--- src/rtl/regfile_loader.sv ---
// Preloads the register file from a valid/ready word stream while holding the CPU; passes CPU writes through when idle.
// Latency: start -> first in_ready 1 cycle; stream words write same cycle; done 1 cycle after last accept.
// Backpressure: in_ready is high for the whole LOAD state; in_valid low simply stalls the sequence.
module regfile_loader #(
    parameter int NUM_REGS   = 32,
    parameter int START_REG  = 1,
    parameter int DATA_WIDTH = 32
) (
    input  logic                  clock,
    input  logic                  reset,
    input  logic                  start,
    input  logic                  in_valid,
    input  logic [DATA_WIDTH-1:0] in_data,
    output logic                  in_ready,
    input  logic                  cpu_we,
    input  logic [4:0]            cpu_rd,
    input  logic [DATA_WIDTH-1:0] cpu_wdata,
    output logic                  rf_we,
    output logic [4:0]            rf_rd,
    output logic [DATA_WIDTH-1:0] rf_wdata,
    output logic                  cpu_hold,
    output logic                  busy,
    output logic                  done,
    output logic [DATA_WIDTH-1:0] checksum
);

    localparam logic [4:0] FIRST_IDX = 5'(START_REG);
    localparam logic [4:0] LAST_IDX  = 5'(NUM_REGS - 1);

    typedef enum logic [1:0] {
        ST_IDLE,
        ST_LOAD,
        ST_DONE
    } state_t;

    state_t                state_q, state_d;
    logic [4:0]            idx_q, idx_d;
    logic [DATA_WIDTH-1:0] sum_q, sum_d;

    assign checksum = sum_q;

    always_comb begin
        state_d  = state_q;
        idx_d    = idx_q;
        sum_d    = sum_q;
        in_ready = 1'b0;
        busy     = 1'b0;
        cpu_hold = 1'b0;
        done     = 1'b0;
        rf_we    = cpu_we;
        rf_rd    = cpu_rd;
        rf_wdata = cpu_wdata;

        case (state_q)
            ST_IDLE: begin
                if (start) begin
                    state_d = ST_LOAD;
                    idx_d   = FIRST_IDX;
                    sum_d   = '0;
                end
            end
            ST_LOAD: begin
                in_ready = 1'b1;
                busy     = 1'b1;
                cpu_hold = 1'b1;
                // The regfile captures the stream word on the same edge that accepts it.
                rf_we    = in_valid;
                rf_rd    = idx_q;
                rf_wdata = in_data;
                if (in_valid) begin
                    sum_d = sum_q + in_data;
                    if (idx_q == LAST_IDX) begin
                        state_d = ST_DONE;
                    end else begin
                        idx_d = idx_q + 5'd1;
                    end
                end
            end
            ST_DONE: begin
                done     = 1'b1;
                busy     = 1'b1;
                cpu_hold = 1'b1;
                rf_we    = 1'b0;
                rf_rd    = idx_q;
                rf_wdata = in_data;
                state_d  = ST_IDLE;
            end
            default: begin
                state_d = ST_IDLE;
            end
        endcase
    end

    always_ff @(posedge clock) begin
        if (reset) begin
            state_q <= ST_IDLE;
            idx_q   <= FIRST_IDX;
            sum_q   <= '0;
        end else begin
            state_q <= state_d;
            idx_q   <= idx_d;
            sum_q   <= sum_d;
        end
    end

endmodule
--- config.mk ---
export PLATFORM = sky130hd
export DESIGN_NAME = regfile_loader
export DESIGN_NICKNAME = d
export VERILOG_FILES = /design/src/rtl/regfile_loader.sv
export SDC_FILE = /design/constraint.sdc
export NUM_CORES = 1
export LEC_CHECK = 0
export ABC_CLOCK_PERIOD_IN_PS = 3200
export CAP_MARGIN = 30
export CORE_UTILIZATION = 44
export DETAILED_ROUTE_END_ITERATION = 12
export PLACE_DENSITY_LB_ADDON = 0.3
export SKIP_LAST_GASP = 1
export SLEW_MARGIN = 15
export SYNTH_ARGS = -nofsm -noshare
export SYNTH_HDL_FRONTEND = slang
export SYNTH_SLANG_ARGS = --single-unit
export TNS_END_PERCENT = 100
--- constraint.sdc ---
create_clock -name clock -period 3.2 [get_ports clock]
set_input_delay 0.48 -clock clock [delete_from_list [all_inputs] [get_ports clock]]
set_output_delay 0.48 -clock clock [all_outputs]
set_load 0.02 [all_outputs]
==> flow_summary.yaml <==
drt:
  met2_length_mm: 5.75
  drc: 0
  dr_wl_met3_um: 670
  detail-route-antenna-nets: 0
  drtIter0Drc: 168
  post_drt_wl_per_cell_um: 15.7
  highest_layer: "met4"
  avgViaCountPerCell: 5.62
  routed_wl_mm: 11.5
  firstDrtPassIters: 5
  m1WireLength_mm: 4.80
  vias: 4103
finish:
  final_area_um2: 5630
  drive_gt1_share_pct: 17.0
  nNetsFinal: 738
  n_fill_cell: 646
  fin_util_pct: 71.7
  insertedDiodeCount: 0
  stdcell_count: 730
  synthToLayoutAreaGrowth_pct: 55.4
synthesis:
  synth_compound_area_share_pct: 24.6
  synthCells: 447
  yosys.cell_types.count: 56
  synthTopCellsByArea: "dfxtp_1, ha_1, mux2_2, a21oi_1, nor2_1"
  yosysSeqAreaShare_pct: 21.6
  syn_avg_cell_area_um2: 8.10
  yosys_warnings: 0
  synthMuxAreaShare_pct: 13.2
  ys_async_sr_fraction_pct: 0
  synth_simple_gate_area_share_pct: 17.4
  yosysTopAreaCell: "dfxtp_1"
  synth_top_area_share_pct: 21.6
  synth_top_family_by_area: "compound AO/OA/AOI/OAI gates"
  synth_edf_count: 0
  ys_ff_latch: 39
  syn_area_um2: 3620
  synth_ff_type: "dfxtp_1"
  yosys-top-cells-count: "dfxtp_1, mux2_2, nor2_1, a21oi_1, ha_1"
  synthAdderAreaFrac_pct: 13.0
  synth_xor_area_share_pct: 6.29
  synth_nets: 558
sta:
  period_share_pct: 97.2
  tightest_slew_ps: 759
  relSlewSlack_pct: 49.3
  setup-violations-final: 0
  finalHoldViolCount: 0
  fmax_mhz: 321
  finalWorstSetupSlack_ps: 89.3
  rsz0062_at_grt: "true"
  slew_violations: 0
  finalClockSkew_ps: 4.83
  fin_crit_ps: 3110
die:
  die-area_um2: 8600
  start_util_pct: 46.2
  pin_count: 148
  design.core.area_um2: 7850
  rows: 32
  die_y_um: 92.7
  die_x_um: 92.7
worst_setup_path:
  cp_slowest_stage_delay_ps: 430
  cpMostUsedCell: "o21ai_0"
  critPathBufInv: 3
  end_kind: "flip-flop"
  critPathMaxFanout: 4
  start_kind: "input port"
  critPathTopFamily: "compound AO/OA/AOI/OAI gates"
  cp_slowest_cell: "a211oi_1"
  critPathRequiredTime_ps: 3420
  path_class: "input port to flip-flop"
  r2r-start: "checksum[0]"
  cp.arrival_ps: 3330
  cp-startpoint: "in_data[0]"
  cp_cell_sequence: "clkdlybuf4s50_1 -> ha_1 -> inv_1 -> fa_1 -> nor2b_1 -> o21ai_1 -> a21boi_2 -> o21ai_0 -> o21ai_0 -> buf_4 -> a211oi_1 -> o21bai_1 -> xnor2_1 -> o21ai_0"
cts:
  numCtsBuffers: 5
  cts.sinks: 39
  clock_latency_ps: 300
  clkTransAtPathRegs_ps: 90
  hold_buffers: 0
  post_cts_resized: 0
  h-tree-depth: 2
  cts_tree: "done"
  root_buffer: "clkbuf_8"
  post_cts_buffers: 0
  cts_max_path_buffers: 2
grt:
  overflow: 0
  globalRouteTotalUtil_pct: 26.5
  grt_pass1_vias: 3912
  antenna_found_initial: 0
  grt_pass1_wl_mm: 18.4
  grt_max_degree: 23
place:
  dp_hpwl_mm: 9.00
  port_buffers: 147
  gp_congestion: 0.931
  post-place-ws_ps: -250
  dp.cells: 722
  placed_cell_area_um2: 5490
hold_path:
  min_from: "checksum[2]"
  holdCritPathClass: "flip-flop to flip-flop"
run:
  maxCapViolCount: 0
pwr:
  leakage_uw: 0.00241
  ir_drop_mv: 0.207
  power_density_nw_per_um2: 297
run_status:
  status: "completed"
report_power, final:
part | total [uW] | internal, uW | switching [uW]
logic | 713 | 374 | 338
registers | 515 | 501 | 14.5
clock network | 443 | 237 | 207
total | 1670 | 1110 | 560
path summary, 6_finish.rpt:
kind / endpoint / slack, ps / depth (start not counted)
max: checksum[24] / 90 / 14
min: checksum[2] / 480 / 2
max reg2reg: checksum[24] / 370 / 13
min reg2reg: checksum[2] / 480 / 2
sequential cells by signal (all words and copies together), names as in the netlist:
register / flops
state_q: 2
checksum: 32
idx_q: 5
layout make-up:
cell class	count	area [um2]	share of cell area, %
Clock buffer	5	68.8	1.22
Multi-Input combinational cell	373	2730	48.4
Sequential cell	39	781	13.9
Inverter	13	48.8	0.867
Clock inverter	3	47.5	0.844
Timing Repair Buffer	195	1830	32.5
Tap cell	102	128	2.27
worst min-delay path, delay by kind of cell, from the launching register on:
family,cells,cell delay [ps]
AND/OR/NAND/NOR,1,60
flip-flops,1,340
AO/OA/AOI/OAI,1,50
stage by stage:
step                      total power [uW]  hold slack [ps]  TNS (ps)
after CTS                             1680              485         0
final                                 1670              480         0
after floorplan                        906              460         0
after global routing                  1760              511      -187
after detailed placement              1230              473      -518
after global placement                1220              457      -168
per-layer routing:
layer | track usage (%) | vias up
li1 | - | 1999
met1 | 31.9 | 1916
met2 | 47.9 | 163
met3 | 4.84 | 25
met4 | 7.05 | 0
met5 | 0 | -
cell usage in the layout, fill, tap and decap left out, drive strengths merged, types with 14 or more instances in the layout:
cell type	count
a21o	21
clkdlybuf4s50	147
mux2	39
a21oi	38
a22oi	19
nor2	39
inv	14
ha	36
nand2	35
xnor2	16
o21ai	27
buf	48
dfxtp	39
cell families after synthesis:
logic type      after synthesis
compound gates              137
simple gates                130
mux                          43
flops                        39
fa+ha+maj                    37
buf+inv                      35
xor+xnor                     26
Power figures use the tool's default switching activity.
